<file path="config.mk">
export PLATFORM = sky130hd
export DESIGN_NAME = uart_rx_deserializer_flat
export DESIGN_NICKNAME = d
export VERILOG_FILES = /design/src/rtl/uart_pkg.sv /design/src/rtl/uart_rx_deserializer_if.sv /design/src/rtl/uart_rx_deserializer_sync.sv /design/src/rtl/uart_rx_deserializer.sv /design/src/flat_wrapper.sv
export SDC_FILE = /design/constraint.sdc
export NUM_CORES = 1
export LEC_CHECK = 0
export CORE_UTILIZATION = 53
export DETAILED_ROUTE_END_ITERATION = 8
export GPL_TIMING_DRIVEN = 1
export PLACE_DENSITY = 0.82
export SYNTH_ARGS = -nofsm -noshare
export SYNTH_HDL_FRONTEND = slang
export SYNTH_SLANG_ARGS = --single-unit
export TNS_END_PERCENT = 100
</file>
<file path="constraint.sdc">
create_clock -name clk -period 2.15 [get_ports clk]
set_input_delay 0.5375 -clock clk [delete_from_list [all_inputs] [get_ports clk]]
set_output_delay 0.5375 -clock clk [all_outputs]
set_load 0.02 [all_outputs]
</file>
<file path="src/rtl/uart_pkg.sv">
// rtl/uart_pkg.sv - shared state encoding and line-level constants for the UART receiver
package uart_pkg;

    typedef enum logic [1:0] {IDLE, START, DATA, STOP} rx_state_t;

    localparam logic START_BIT  = 1'b0;
    localparam logic STOP_BIT   = 1'b1;
    localparam logic IDLE_LEVEL = 1'b1;

endpackage

</file>
<file path="src/rtl/uart_rx_deserializer_if.sv">
// rtl/uart_rx_deserializer_if.sv - byte hand-off between the deserializer and the frame Receiver
interface uart_rx_deserializer_if #(
    parameter int WORD_LENGTH = 8
);

    logic                   clearInterrupt;
    logic [WORD_LENGTH-1:0] Data_w;
    logic                   interrupt_bit;
    logic                   framing_error;
    logic                   overrun;

    modport master (
        input  clearInterrupt,
        output Data_w,
        output interrupt_bit,
        output framing_error,
        output overrun
    );

    modport slave (
        output clearInterrupt,
        input  Data_w,
        input  interrupt_bit,
        input  framing_error,
        input  overrun
    );

endinterface

</file>
<file path="src/rtl/uart_rx_deserializer_sync.sv">
// rtl/uart_rx_deserializer_sync.sv - two-flop synchronizer for asynchronous single-bit inputs
module sync_2ff #(
    parameter logic RESET_VAL = 1'b1
) (
    input  logic clk,
    input  logic reset,
    input  logic d_i,
    output logic q_o
);

    logic meta_q;
    logic sync_q;

    always_ff @(posedge clk) begin
        if (!reset) begin
            meta_q <= RESET_VAL;
            sync_q <= RESET_VAL;
        end else begin
            meta_q <= d_i;
            sync_q <= meta_q;
        end
    end

    assign q_o = sync_q;

endmodule

</file>
<file path="src/rtl/uart_rx_deserializer.sv">
// rtl/uart_rx_deserializer.sv - 8N1 LSB-first serial receiver with sticky byte/error flags
module uart_rx_deserializer
    import uart_pkg::*;
#(
    parameter int WORD_LENGTH = 8,
    parameter int BAUD_DIV    = 16
) (
    input  logic                          clk,
    input  logic                          reset,
    input  logic                          SerialDataRx,
    uart_rx_deserializer_if.master        rx_bus
);

    localparam int HALF_DIV = BAUD_DIV / 2;
    localparam int CNT_W    = $clog2(BAUD_DIV);
    localparam int IDX_W    = $clog2(WORD_LENGTH + 1);

    localparam logic [CNT_W-1:0] HALF_LAST = CNT_W'(HALF_DIV - 1);
    localparam logic [CNT_W-1:0] BAUD_LAST = CNT_W'(BAUD_DIV - 1);
    localparam logic [IDX_W-1:0] IDX_LAST  = IDX_W'(WORD_LENGTH - 1);

    logic                   rx_s;
    rx_state_t              state_q;
    logic [CNT_W-1:0]       cnt_q;
    logic [IDX_W-1:0]       idx_q;
    logic [WORD_LENGTH-1:0] shift_q;
    logic [WORD_LENGTH-1:0] data_q;
    logic                   irq_q;
    logic                   fe_q;
    logic                   ovr_q;

    sync_2ff #(
        .RESET_VAL (IDLE_LEVEL)
    ) u_rx_sync (
        .clk   (clk),
        .reset (reset),
        .d_i   (SerialDataRx),
        .q_o   (rx_s)
    );

    // Acknowledge clears first; a completion on the same edge then overrides the clear.
    always_ff @(posedge clk) begin
        if (!reset) begin
            state_q <= IDLE;
            cnt_q   <= '0;
            idx_q   <= '0;
            shift_q <= '0;
            data_q  <= '0;
            irq_q   <= 1'b0;
            fe_q    <= 1'b0;
            ovr_q   <= 1'b0;
        end else begin
            if (rx_bus.clearInterrupt) begin
                irq_q <= 1'b0;
                fe_q  <= 1'b0;
                ovr_q <= 1'b0;
            end

            case (state_q)
                IDLE: begin
                    if (rx_s == START_BIT) begin
                        state_q <= START;
                        cnt_q   <= '0;
                    end
                end

                START: begin
                    if (cnt_q == HALF_LAST) begin
                        cnt_q <= '0;
                        if (rx_s == START_BIT) begin
                            state_q <= DATA;
                            idx_q   <= '0;
                        end else begin
                            state_q <= IDLE;
                        end
                    end else begin
                        cnt_q <= cnt_q + CNT_W'(1);
                    end
                end

                DATA: begin
                    if (cnt_q == BAUD_LAST) begin
                        cnt_q   <= '0;
                        shift_q <= {rx_s, shift_q[WORD_LENGTH-1:1]};
                        if (idx_q == IDX_LAST) begin
                            idx_q   <= '0;
                            state_q <= STOP;
                        end else begin
                            idx_q <= idx_q + IDX_W'(1);
                        end
                    end else begin
                        cnt_q <= cnt_q + CNT_W'(1);
                    end
                end

                STOP: begin
                    // Returning to IDLE at the stop-bit mid-point keeps back-to-back frames aligned.
                    if (cnt_q == BAUD_LAST) begin
                        cnt_q   <= '0;
                        state_q <= IDLE;
                        if (rx_s == STOP_BIT) begin
                            data_q <= shift_q;
                            irq_q  <= 1'b1;
                            if (irq_q && !rx_bus.clearInterrupt) begin
                                ovr_q <= 1'b1;
                            end
                        end else begin
                            fe_q <= 1'b1;
                        end
                    end else begin
                        cnt_q <= cnt_q + CNT_W'(1);
                    end
                end
            endcase
        end
    end

    assign rx_bus.Data_w        = data_q;
    assign rx_bus.interrupt_bit = irq_q;
    assign rx_bus.framing_error = fe_q;
    assign rx_bus.overrun       = ovr_q;

endmodule

</file>
<file path="src/flat_wrapper.sv">
// flat-port wrapper written by rule: the top's interface ports become plain ports
module uart_rx_deserializer_flat import uart_pkg::*;
#(
    parameter int WORD_LENGTH = 8,
    parameter int BAUD_DIV    = 16
)
  (clk, reset, SerialDataRx, rx_bus_clearInterrupt, rx_bus_Data_w, rx_bus_interrupt_bit, rx_bus_framing_error, rx_bus_overrun);
  uart_rx_deserializer_if #(.WORD_LENGTH(WORD_LENGTH)) rx_bus_i ();
  input  logic clk;
  input  logic reset;
  input  logic SerialDataRx;
  input wire logic [$bits(rx_bus_i.clearInterrupt)-1:0] rx_bus_clearInterrupt;
  output wire logic [$bits(rx_bus_i.Data_w)-1:0] rx_bus_Data_w;
  output wire logic [$bits(rx_bus_i.interrupt_bit)-1:0] rx_bus_interrupt_bit;
  output wire logic [$bits(rx_bus_i.framing_error)-1:0] rx_bus_framing_error;
  output wire logic [$bits(rx_bus_i.overrun)-1:0] rx_bus_overrun;
  assign rx_bus_i.clearInterrupt = rx_bus_clearInterrupt;
  assign rx_bus_Data_w = rx_bus_i.Data_w;
  assign rx_bus_interrupt_bit = rx_bus_i.interrupt_bit;
  assign rx_bus_framing_error = rx_bus_i.framing_error;
  assign rx_bus_overrun = rx_bus_i.overrun;
  uart_rx_deserializer #(.WORD_LENGTH(WORD_LENGTH), .BAUD_DIV(BAUD_DIV)) u_core (.clk(clk), .reset(reset), .SerialDataRx(SerialDataRx), .rx_bus(rx_bus_i));
endmodule
</file>
# Word-level counts from Yosys, hierarchy flattened
# Cells that the tools add are included.
# op_classes
n_eq_ne,12
mux,28
add_sub_neg,2
reduce_logical,9
# ops
operator,count
$mux 4,6
$mux 1,13
$mux 2,6
$pmux 4 s3,1
$add 4x1->4 const B,2
$eq 4x3->1 const B,2
$ne 2x1->1 const B,4
$pmux 2 s4,1
$pmux 4 s2,1
$reduce_and 5->1,1
$eq 2x2->1 const B,2
$eq 4x4->1 const B,1
$ne 2x2->1 const B,2
$reduce_and 4->1,1
$reduce_and 3->1,1
$eq 2x1->1 const B,1
$logic_not 2->1,1
$reduce_and 2->1,1
$reduce_bool 2->1,1
$reduce_or 2->1,1
$logic_and 1x1->1,1
$logic_not 1->1,1
# totals
register_bits,31
input_bits,4
wordCells,61

# Longest topological paths before layout
# Gate-level depths: netlist of run 1.
# depth
ltp_word,6
ltp_mapped,6
mapped_depth_nobuf,5

# Cells and area by module
# Synthesis of run 1 repeated with hierarchy kept, for this count alone.
# unflattened
cells_unflattened,130
area_unflattened_um2,1288.7
# modules_own_cells
mod,seq_area_each_um2,area_each_um2,instances,cells_each
uart_rx_deserializer,580.6,1236.2,1,126
sync_2ff,40.0,52.6,1,4

# Worst setup path before layout of run 1
# OpenSTA, ideal clock, no wires.
# synth_timing
path_type,register -> register
start,register u_core.cnt_q[0]
end,register u_core.data_q[0] (netlist: u_core.rx_bus.Data_w[0])
t_required_ns,2.022
setup_slack_ns,0.650
n_path_buf,1
arrival_ns,1.372
path_stages_with_launch,7
setup_ns,0.128
period_less_slack_ns,1.500
cell_sequence,dfxtp_1 -> ha_1 -> and4_1 -> and3_2 -> buf_4 -> mux2i_1 -> nor2_1
# synth_between
elab_chain_cells,2
# synth_lines
element,line,text
from (decl),uart_rx_deserializer.sv:24,logic [CNT_W-1:0] cnt_q;
from (signal assigned),uart_rx_deserializer.sv:77,cnt_q <= cnt_q + CNT_W'(1);
from (signal assigned),uart_rx_deserializer.sv:92,cnt_q <= cnt_q + CNT_W'(1);
from (signal assigned),uart_rx_deserializer.sv:111,cnt_q <= cnt_q + CNT_W'(1);
$eq 4x4->1,uart_rx_deserializer.sv:98,if (cnt_q == BAUD_LAST) begin
$reduce_and 3->1 (no line),n/a,
to (signal assigned),uart_rx_deserializer.sv:102,data_q <= shift_q;
to (decl),uart_rx_deserializer.sv:27,logic [WORD_LENGTH-1:0] data_q;
# No other way between the ends.
# A chain may end at the register's enable or synchronous reset.

# Worst setup path in the final report of run 1
# layout_timing
start,register u_core.irq_q (netlist: u_core.rx_bus.interrupt_bit)
end,output rx_bus_interrupt_bit
# layout_lines
element,line,text
from (decl),uart_rx_deserializer.sv:28,logic irq_q;
from (signal assigned),uart_rx_deserializer.sv:49,irq_q <= 1'b0;
from (signal assigned),uart_rx_deserializer.sv:54,irq_q <= 1'b0;
from (signal assigned),uart_rx_deserializer.sv:103,irq_q <= 1'b1;
to (decl),flat_wrapper.sv:14,output wire logic [$bits(rx_bus_i.interrupt_bit)-1:0] rx_bus_interrupt_bit;
# No word-level cell between the ends.

==> results.md, run 1 <==
- Reg2reg end: u_core.shift_q[0]$_SDFFE_PN0P_
- Drt total wl: 2.29 mm
- Most common cell after layout, fill and taps aside: dfxtp_1
- Slowest library cell on the worst path: clkdlybuf4s50_1
- Initial DRT Pass Iterations: 4
- Post-layout util: 0.659
- Worst Skew: 0.0165 ns
- Post-route setup TNS: 0 ns
- Slew HR: 0.686
- Fin. Hold Viols: 0
- Peak supply drop: 574 uV
- TritonCTS clock tree: done
- Count of hold-fix buffers inserted at cts: 0
- Top FF cell, synth: dfxtp_1
- Cell taking the most area after synthesis: dfxtp_1
- Fin. max-slew vios: 0
- Share of cells above drive strength 1: 0.0878
- Root Driver: clkbuf_4
- Largest net degree at the start of global routing: 23
- Post-Syn Area: 0.00130 mm^2
- CTS clock-pin slew for the worst setup and hold paths: 0.10 ns
- Crit-path cells: clkdlybuf4s50_1
- Worst EP required: 1.61 ns
- Largest cells by area after synthesis: dfxtp_1 (48%), mux2i_1 (13%), nor2_1 (6.6%)
- Final setup vio count: 0
- Post-CTS Setup Bufs: 0
- Critical path's top delay family: buffers and inverters
- Hold path start: u_core.u_rx_sync.meta_q$_SDFF_PN1_
- Dpl hpwl: 1.58 mm
- Num ports: 15
- Final min period: 1.83 ns
- #FFs+latches synth: 31
- Vias per std cell: 5.45
- Via count: 959
- Lkg Pwr: 0.535 nW
- Total CTS buffers: 5
- Worst-path maximum fanout: 3
- Port Buffer Count: 14
- First-pass GRT wire length: 3.98 mm
- Setup crit start kind: flip-flop
- Clk sinks: 31
- Peak per-stage delay on the critical path: 0.61 ns
- Area delta synth->final: 14.4%
- Post_cts resized: 0
- R2r setup slk: 0.39 ns
- Max_cap viols: 0
- Placed inst area: 0.00143 mm^2
- Residual DRC: 0
- Number of global-route vias before repair: 906
- Mean Syn Cell Area: 9.69 um^2
- Yosys warns: 0
- Worst setup path category: reg2out
- Grt ovf: 0
- Critical path arrival: 1.30 ns
- Clk Latency, worst-skew pair: 0.33 ns
- Syn Nets: 140
- ANT cells: 0
- RSZ-0062 raised after global routing: no
- Die Width: 51.5 um
- Post-route cell area: 0.00149 mm^2
- Worst hold path depth: 1
- Core area: 0.00225 mm^2
- R2R cell count: 5
- Sequential area share after synthesis: 0.478
- Worst slew pin tran: 0.472 ns
- Reg2Reg Launch Point: u_core.cnt_q[0]$_SDFFE_PN0N_
- Fmax: 0.545 GHz
- Initial Util: 0.576
- Post-Syn Instances: 134
- Die Area: 0.00265 mm^2
- Status: completed
- Netlist cell types: 35
- Power per cell area: 645 mW/mm^2
- Post-DRT Antenna Nets: 0
- Hold WC Path Type: reg2reg
- Final RePlAce weighted congestion: 0.824
- CP Capture Type: primary output
- Routed wire per std cell: 13.0 um
- Post-synth EDFFs: 0
- Period utilisation layout: 0.853
- Commonest cells after routing, fill and taps aside: dfxtp_1 (31), nor2_1 (23), mux2i_1 (17), clkdlybuf4s50_1 (14), a21oi_1 (7)
- Final Net Count: 154
- Area share of the largest cell type after synthesis: 0.478
- Die outline height: 51.5 um
- Starting DRT DRC Count: 15
- Bufs on Longest Clock Path: 2
- # rows: 17
- H-tree depth: 2
- Hold EP: u_core.u_rx_sync.q_o$_SDFF_PN1_
- Async SR Flop Fraction: 0
- Initial antenna violation count: 0
- Critical path buffers and inverters: 1
- Total track usage: 0.212
[worst max path at each step]
stage | slack (ns) | to | startpoint | depth (start not counted)
global route | 0.24 | rx_bus_interrupt_bit | u_core.rx_bus.interrupt_bit$_SDFF_PN0_ | 1
global placement | 0.32 | u_core.idx_q[0]$_SDFFE_PN0P_ | reset | 4
finish | 0.32 | rx_bus_interrupt_bit | u_core.rx_bus.interrupt_bit$_SDFF_PN0_ | 1
CTS | 0.30 | rx_bus_interrupt_bit | u_core.rx_bus.interrupt_bit$_SDFF_PN0_ | 1
floorplan | 0.65 | u_core.rx_bus.Data_w[0]$_SDFFE_PN0P_ | u_core.cnt_q[0]$_SDFFE_PN0N_ | 6
detailed placement | 0.26 | u_core.idx_q[3]$_SDFFE_PN0P_ | reset | 3
[kinds of logic (layout without fill, tap and decap cells)]
logic type                 Yosys count  after routing  share of synthesized area
muxes                               17             17                      0.131
buffers and inverters               13             27                     0.0578
adders and majority gates            2              2                     0.0193
xor gates and xnor gates             2              2                     0.0135
AOI/OAI and AO/OA                   19             19                     0.0954
DFF                                 31             31                      0.478
and+or+nand+nor                     50             50                      0.205
[synth_stat cells (2+ instances only)]
library cell / instances
buf_2: 2
nor3_1: 2
nand4_1: 2
buf_4: 2
inv_1: 4
nand3_1: 5
dfxtp_1: 31
clkbuf_1: 2
a21oi_1: 7
nand2_1: 3
a31oi_1: 3
o21ai_0: 3
ha_1: 2
nand2b_1: 5
buf_6: 2
mux2i_1: 17
nor2_1: 23
xnor2_1: 2
[sequential cells by signal, indices dropped and copies added (netlist names), named ones only]
name	flops
u_core.shift_q	8
u_core.idx_q	4
u_core.u_rx_sync.q_o	1
u_core.u_rx_sync.meta_q	1
u_core.rx_bus.framing_error	1
u_core.rx_bus.overrun	1
u_core.state_q	1
u_core.rx_bus.interrupt_bit	1
u_core.cnt_q	4
u_core.rx_bus.Data_w	8
[per-stage QoR]
| stage | instances | setup slack [ns] | hold WS, ns | power [mW] |
|---|---|---|---|---|
| final | 176 | 0.316 | 0.430 | 0.958 |
| after global routing | 176 | 0.241 | 0.451 | 1.01 |
| after CTS | 176 | 0.302 | 0.432 | 0.971 |
| after detailed placement | 169 | 0.261 | 0.404 | 0.631 |
| after global placement | 169 | 0.320 | 0.390 | 0.630 |
| after floorplan | 134 | 0.650 | 0.386 | 0.620 |
[routing by layer]
layer  track usage  vias up  share of wire
met5             0        -              0
met4        0.0946        0          0.020
met3        0.0906        5          0.044
met2         0.340       15           0.47
met1         0.244      448           0.47
li1              -      491              -
[power breakdown]
group	switching [mW]	internal [mW]	leakage, nW	total, mW
combinational	0.0198	0.0157	0.251	0.0355
sequential	0.00455	0.578	0.250	0.583
clock	0.189	0.151	0.0341	0.340
total	0.213	0.745	0.535	0.958
[area by class of cell]
type	instances	area, um^2
inverters	4	15.0
repair buffers	16	155
multi-input cells	90	603
flip-flops and latches	31	621
clock buffers	6	51.3
well taps	28	35.0
clock inverters	1	5.00
fillers	206	769
Power figures use the tool's default switching activity.
==> run 2: changes to the inputs <==
PLACE_DENSITY = 0.87   (was 0.82)
==> run 2 against run 1 <==
Effect of this change: sequential share of layout area is 0.83 points lower; worst hold slack got worse by 0.010 ns; critical endpoint unchanged; die area stayed put; highest routed layer unchanged; largest power group unchanged; combinational power decreased by 7.9%; cell area increased by 2.0%; via count is the same.
==> results.md, run 2 (same netlist as run 1, synthesis figures left out) <==
- Post-route setup TNS: 0 ns (unchanged)
- Number of global-route vias before repair: 882 (-2.6%)
- Final min period: 1.83 ns (-0.00145 ns)
- R2r setup slk: 0.42 ns (+0.03 ns)
- Largest net degree at the start of global routing: 14 (-39%)
- Peak supply drop: 711 uV (+24%)
- Core area: 0.00225 mm^2 (unchanged)
- Via count: 959 (unchanged)
- Worst EP required: 1.61 ns (about the same)
- CP Capture Type: primary output
- Reg power frac: 0.537 (-0.071)
- Multi-input gate area: 603 um^2 (unchanged)
- Fin. max-slew vios: 0 (unchanged)
- Dpl hpwl: 1.62 mm (+2.9%)
- Status: completed
- Grt ovf: 0 (unchanged)
- Placed inst area: 0.00143 mm^2 (unchanged)
- Crit-path cells: clkdlybuf4s50_1
- Internal: 868 uW (+17%)
- Slowest library cell on the worst path: clkdlybuf4s50_1
- Worst Skew: 0.0145 ns (-0.00204 ns)
- Critical path's top delay family: buffers and inverters
- Post_cts resized: 0 (unchanged)
- Fillers: 192 (-6.8%)
- Total CTS buffers: 5 (unchanged)
- Commonest cells after routing, fill and taps aside: dfxtp_1 (31), nor2_1 (23), mux2i_1 (17), clkdlybuf4s50_1 (14), a21oi_1 (7)
- Worst-path maximum fanout: 3 (unchanged)
- RSZ-0062 raised after global routing: no
- Final RePlAce weighted congestion: 0.880 (+6.8%)
- Slew HR: 0.686 (about the same)
- # rows: 17 (unchanged)
- Initial antenna violation count: 0 (unchanged)
- Final setup vio count: 0 (unchanged)
- Clk Latency, worst-skew pair: 0.33 ns (about the same)
- Design Power: 1.09 mW (+14%)
- Worst slew pin tran: 0.471 ns (-0.000973 ns)
- CTS clock-pin slew for the worst setup and hold paths: 0.10 ns (about the same)
- Critical path buffers and inverters: 1 (unchanged)
- Period utilisation layout: 0.852 (about the same)
- Power per cell area: 720 mW/mm^2 (+12%)
- H-tree depth: 2 (unchanged)
- Residual DRC: 0 (unchanged)
- Total track usage: 0.199 (-0.0133)
- Final Net Count: 154 (unchanged)
- Count of hold-fix buffers inserted at cts: 0 (unchanged)
- Lkg Pwr: 0.549 nW (+2.5%)
- Bufs on Longest Clock Path: 2 (unchanged)
- Die outline height: 51.5 um (unchanged)
- Comb power frac: 0.030 (-0.007)
- Setup crit start kind: flip-flop
- Worst Hold Margin: 0.420 ns (-0.0101 ns)
- Root Driver: clkbuf_4
- Area delta synth->final: 16.7%
- Initial DRT Pass Iterations: 3 (-1)
- Port Buffer Count: 14 (unchanged)
- Die Area: 0.00265 mm^2 (unchanged)
- ANT cells: 0 (unchanged)
- CP endpoint: rx_bus_interrupt_bit
- Drt total wl: 2.21 mm (-3.5%)
- Fmax: 0.546 GHz (about the same)
- Clk sinks: 31 (unchanged)
- Fin. Hold Viols: 0 (unchanged)
- Max_cap viols: 0 (unchanged)
- Num ports: 15 (unchanged)
- Die Width: 51.5 um (unchanged)
- Clock share of power: 0.433 (+0.078)
- Peak per-stage delay on the critical path: 0.61 ns (about the same)
- Hold WC Path Type: reg2reg
- Switching Power: 222 uW (+4.3%)
- Critical path arrival: 1.30 ns (about the same)
- Starting DRT DRC Count: 12 (-3)
- R2R cell count: 5 (unchanged)
- Vias per std cell: 5.42 (-0.56%)
- First-pass GRT wire length: 3.81 mm (-4.3%)
- Sw Share: 0.204 (-0.0187)
- Reg2reg end: u_core.shift_q[4]$_SDFFE_PN0P_
- Critical Path Source: u_core.rx_bus.interrupt_bit$_SDFF_PN0_
- Post-route cell area: 0.00152 mm^2 (+2.0%)
- Post-CTS Setup Bufs: 0 (unchanged)
- Worst setup path category: reg2out
- Placement Setup Slack: 0.345 ns (+0.0837 ns)
- Worst Slack Setup Final: 0.317 ns (+0.00145 ns)
- Reg2Reg Launch Point: u_core.cnt_q[0]$_SDFFE_PN0N_
- Most common cell after layout, fill and taps aside: dfxtp_1
- Post-DRT Antenna Nets: 0 (unchanged)
- TritonCTS clock tree: done
- Share of cells above drive strength 1: 0.0940 (+0.00612)
- Routed wire per std cell: 12.5 um (-4.0%)
- FF/Latch Area: 621 um^2 (unchanged)
- Worst path depth: 1 (unchanged)
- Initial Util: 0.576 (unchanged)
[run 2: how the worst min path moves through the flow]
| stage | depth (start not counted) | start | slack, ns | to |
|---|---|---|---|---|
| finish | 1 | u_core.u_rx_sync.meta_q$_SDFF_PN1_ | 0.42 | u_core.u_rx_sync.q_o$_SDFF_PN1_ |
| global route | 1 | u_core.u_rx_sync.meta_q$_SDFF_PN1_ | 0.45 | u_core.u_rx_sync.q_o$_SDFF_PN1_ |
| CTS | 1 | u_core.u_rx_sync.meta_q$_SDFF_PN1_ | 0.43 | u_core.u_rx_sync.q_o$_SDFF_PN1_ |
| detailed placement | 1 | u_core.u_rx_sync.meta_q$_SDFF_PN1_ | 0.41 | u_core.u_rx_sync.q_o$_SDFF_PN1_ |
| global placement | 1 | u_core.u_rx_sync.meta_q$_SDFF_PN1_ | 0.39 | u_core.u_rx_sync.q_o$_SDFF_PN1_ |
| floorplan | 1 | u_core.u_rx_sync.meta_q$_SDFF_PN1_ | 0.39 | u_core.u_rx_sync.q_o$_SDFF_PN1_ |
[run 2: layout make-up]
type,count,share of cell area
repair buffers,16,0.102
clock buffers,6,0.0339
flip-flops and latches,31,0.410
clock inverters,2,0.0231
inverters,4,0.00991
multi-input cells,90,0.398
well taps,28,0.0231
[run 2: metal layers]
layer,GRT usage,share of wire,vias to the layer above,wire [um]
li1,-,-,496,-
met1,0.238,0.48,445,1070
met2,0.316,0.47,13,1030
met3,0.0702,0.033,5,72
met4,0.0946,0.014,0,31
met5,0,0,-,0
[run 2: power by group through the flow]
| stage | sequential [mW] | combinational, mW | clock (mW) |
|---|---|---|---|
| finish | 0.585 | 0.0327 | 0.473 |
| global route | 0.587 | 0.0360 | 0.510 |
| CTS | 0.585 | 0.0326 | 0.483 |
| detailed placement | 0.598 | 0.0325 | 0 |
| global placement | 0.598 | 0.0311 | 0 |
| floorplan | 0.593 | 0.0268 | 0 |
[run 2: per-stage QoR]
stage / instances / util
floorplan: 134 / -
global placement: 169 / 0.634
detailed placement: 169 / 0.634
CTS: 177 / 0.672
global route: 177 / 0.672
finish: 177 / 0.672
==> run 3: changes to the inputs <==
ABC_AREA = 1   (was default)
==> run 3 against run 2 <==
Effect of this change: sequential share of layout area fell by 0.10 points; global-route usage increased by 3.6 points; first-iteration DRC count grew 75%; non-clock buffer count decreased by 1; total power fell by 2.8%; combinational power grew to 2.5 times the previous value; clock skew shrank 0.0055 ns; sequential power rose by 2%; clock power fell by 20%; highest routed layer unchanged.
==> results.md, run 3 <==
- Worst hold path depth: 1 (unchanged)
- Lkg Pwr: 0.644 nW (+17%)
- Area delta synth->final: 18.7%
- Num ports: 15 (unchanged)
- Post-DRT Antenna Nets: 0 (unchanged)
- Syn Nets: 177 (+26%)
- Clk sinks: 31 (unchanged)
- Worst slew pin tran: 0.404 ns (-0.0667 ns)
- First-pass GRT wire length: 4.40 mm (+15%)
- Largest net degree at the start of global routing: 23 (+9)
- Worst EP required: 1.61 ns (about the same)
- Top FF cell, synth: dfxtp_1
- CTS clock-pin slew for the worst setup and hold paths: 0.09 ns (about the same)
- Die Area: 0.00262 mm^2 (-1.4%)
- Final setup vio count: 0 (unchanged)
- Worst Skew: 0.00896 ns (-0.00553 ns)
- Total track usage: 0.235 (+0.0358)
- Post-Syn Instances: 171 (+28%)
- Vias per std cell: 5.26 (-2.8%)
- RSZ-0062 raised after global routing: no
- Share of cells above drive strength 1: 0.115 (+0.0212)
- Final min period: 1.84 ns (+0.0113 ns)
- Post-CTS Setup Bufs: 0 (unchanged)
- Port Buffer Count: 14 (unchanged)
- Hold path start: u_core.u_rx_sync.meta_q$_SDFF_PN1_
- Post-Syn Area: 0.00128 mm^2 (-1.4%)
- Final RePlAce weighted congestion: 0.781 (-11%)
- WL met1: 1.12 mm (+4.8%)
- R2R cell count: 6 (+1)
- #FFs+latches synth: 31 (unchanged)
- Slowest library cell on the worst path: clkdlybuf4s50_1
- Yosys warns: 0 (unchanged)
- Metal3 WL: 102 um (+42%)
- Peak per-stage delay on the critical path: 0.63 ns (+0.02 ns)
- Post-route setup TNS: 0 ns (unchanged)
- DP Cell Count: 211 (+25%)
- Netlist cell types: 22 (-37%)
- ANT cells: 0 (unchanged)
- H-tree depth: 2 (unchanged)
- Cell taking the most area after synthesis: dfxtp_1
- Fin. Hold Viols: 0 (unchanged)
- Max_cap viols: 0 (unchanged)
- Async SR Flop Fraction: 0 (unchanged)
- Clk Latency, worst-skew pair: 0.32 ns (about the same)
- Met2 WL: 1.32 mm (+27%)
- Bufs on Longest Clock Path: 2 (unchanged)
- Initial Util: 0.568 (-0.00832)
- Fmax: 0.542 GHz (-0.62%)
- Post-synth EDFFs: 0 (unchanged)
- Root Driver: clkbuf_4
- # rows: 17 (unchanged)
- Commonest cells after routing, fill and taps aside: nor2_1 (39), dfxtp_1 (31), nand2_1 (29), o21ai_0 (20), clkdlybuf4s50_1 (14)
- Residual DRC: 0 (unchanged)
- Starting DRT DRC Count: 21 (+9)
- Initial antenna violation count: 0 (unchanged)
- TritonCTS clock tree: done
- Hold EP: u_core.u_rx_sync.q_o$_SDFF_PN1_
- Period utilisation layout: 0.858 (+0.00528)
- Critical path arrival: 1.31 ns (about the same)
- Post-Layout Cell Count: 219 (+24%)
- Core area: 0.00225 mm^2 (unchanged)
- Die outline height: 51.1 um (-0.69%)
- Most common cell in the netlist: nor2_1
- Mean Syn Cell Area: 7.49 um^2 (-23%)
- Sequential area share after synthesis: 0.485 (+0.00701)
- CP Capture Type: primary output
- Setup crit start kind: flip-flop
- Dpl hpwl: 1.84 mm (+13%)
- Power per cell area: 698 mW/mm^2 (-3.1%)
- Number of global-route vias before repair: 1059 (+20%)
- Status: completed
- Fillers: 205 (+6.8%)
- Drt total wl: 2.55 mm (+16%)
- R2r setup slk: 0.49 ns (+0.07 ns)
- Critical path buffers and inverters: 1 (unchanged)
- Die Width: 51.1 um (-0.69%)
- Initial DRT Pass Iterations: 5 (+2)
- Crit-path cells: clkdlybuf4s50_1
- Grt ovf: 0 (unchanged)
- Post-synth top cells: nor2_1 (39), dfxtp_1 (31), nand2_1 (29)
- Reg2reg end: u_core.rx_bus.Data_w[4]$_SDFFE_PN0P_
- Count of hold-fix buffers inserted at cts: 0 (unchanged)
- Worst setup path category: reg2out
- Critical Path Source: u_core.rx_bus.interrupt_bit$_SDFF_PN0_
- Via count: 1153 (+20%)
- Reg2Reg Launch Point: u_core.cnt_q[0]$_SDFFE_PN0N_
- Peak supply drop: 467 uV (-34%)
- Routed wire per std cell: 11.6 um (-6.6%)
- Final Net Count: 196 (+27%)
- Highest Signal Layer: met4
- Critical path's top delay family: buffers and inverters
- Total CTS buffers: 5 (unchanged)
- Slew HR: 0.730 (+0.0436)
- Area share of the largest cell type after synthesis: 0.485 (+0.00701)
- Fin. max-slew vios: 0 (unchanged)
- Worst-path maximum fanout: 3 (unchanged)
- Largest cells by area after synthesis: dfxtp_1 (48%), nor2_1 (11%), nand2_1 (8.5%)
- Post_cts resized: 0 (unchanged)
- Most common cell after layout, fill and taps aside: nor2_1
- Hold WC Path Type: reg2reg
## run 3: cell types whose count changed in the layout (fill, tap and decap cells not counted), sizes merged, moves of 3 or more
cell / change
inv: +9
mux2i: -17
nor2: +17
a31oi: -3
nand2: +30
a21oi: +4
nand2b: -5
nand3: +3
o21ai: +17
## run 3: how the worst max path moves through the flow
stage	endpoint	slack [ns]	depth (start not counted)
after detailed placement	u_core.rx_bus.framing_error$_SDFF_PN0_	0.50	3
after CTS	rx_bus_interrupt_bit	0.28	1
after floorplan	u_core.rx_bus.Data_w[0]$_SDFFE_PN0P_	0.84	6
final	rx_bus_interrupt_bit	0.31	1
after global routing	rx_bus_interrupt_bit	0.24	1
after global placement	u_core.rx_bus.framing_error$_SDFF_PN0_	0.54	3
## run 3: routing by layer
metal / up-vias / GRT usage
li1: 592 / -
met1: 531 / 0.250
met2: 28 / 0.410
met3: 2 / 0.0982
met4: 0 / 0.0833
met5: - / 0
## run 3: final cells by class
cell class	count	area (um^2)	share of cell area
clock buffers	8	68.8	0.0453
well taps	28	35.0	0.0231
flip-flops and latches	31	621	0.409
inverters	13	48.8	0.0321
multi-input cells	124	598	0.394
repair buffers	15	148	0.0972
## run 3: cell families (layout without fill, tap and decap cells)
kind of cell	Yosys count	count (layout)	share of synthesized area
adders and majority gates	2	2	0.0195
buffers and inverters	16	36	0.0479
DFF	31	31	0.485
AOI/OAI and AO/OA	32	32	0.134
xor gates and xnor gates	2	2	0.0137
and+or+nand+nor	88	88	0.300
## run 3: metrics by stage
step                instance area, um^2   util  setup WS (ns)  power [mW]  hold slack, ns
finish                             1520  0.674          0.306        1.06           0.432
global route                       1520  0.674          0.237        1.12           0.459
CTS                                1520  0.674          0.279        1.07           0.433
detailed placement                 1450  0.643          0.499       0.692           0.409
global placement                   1450  0.643          0.540       0.689           0.404
floorplan                          1280      -          0.837       0.669           0.393
## run 3: report_power, final
part	switching, mW	internal [mW]	leakage [nW]
logic	0.0541	0.0283	0.355
clock network	0.187	0.192	0.0386
registers	0.0133	0.585	0.250
total	0.255	0.805	0.644
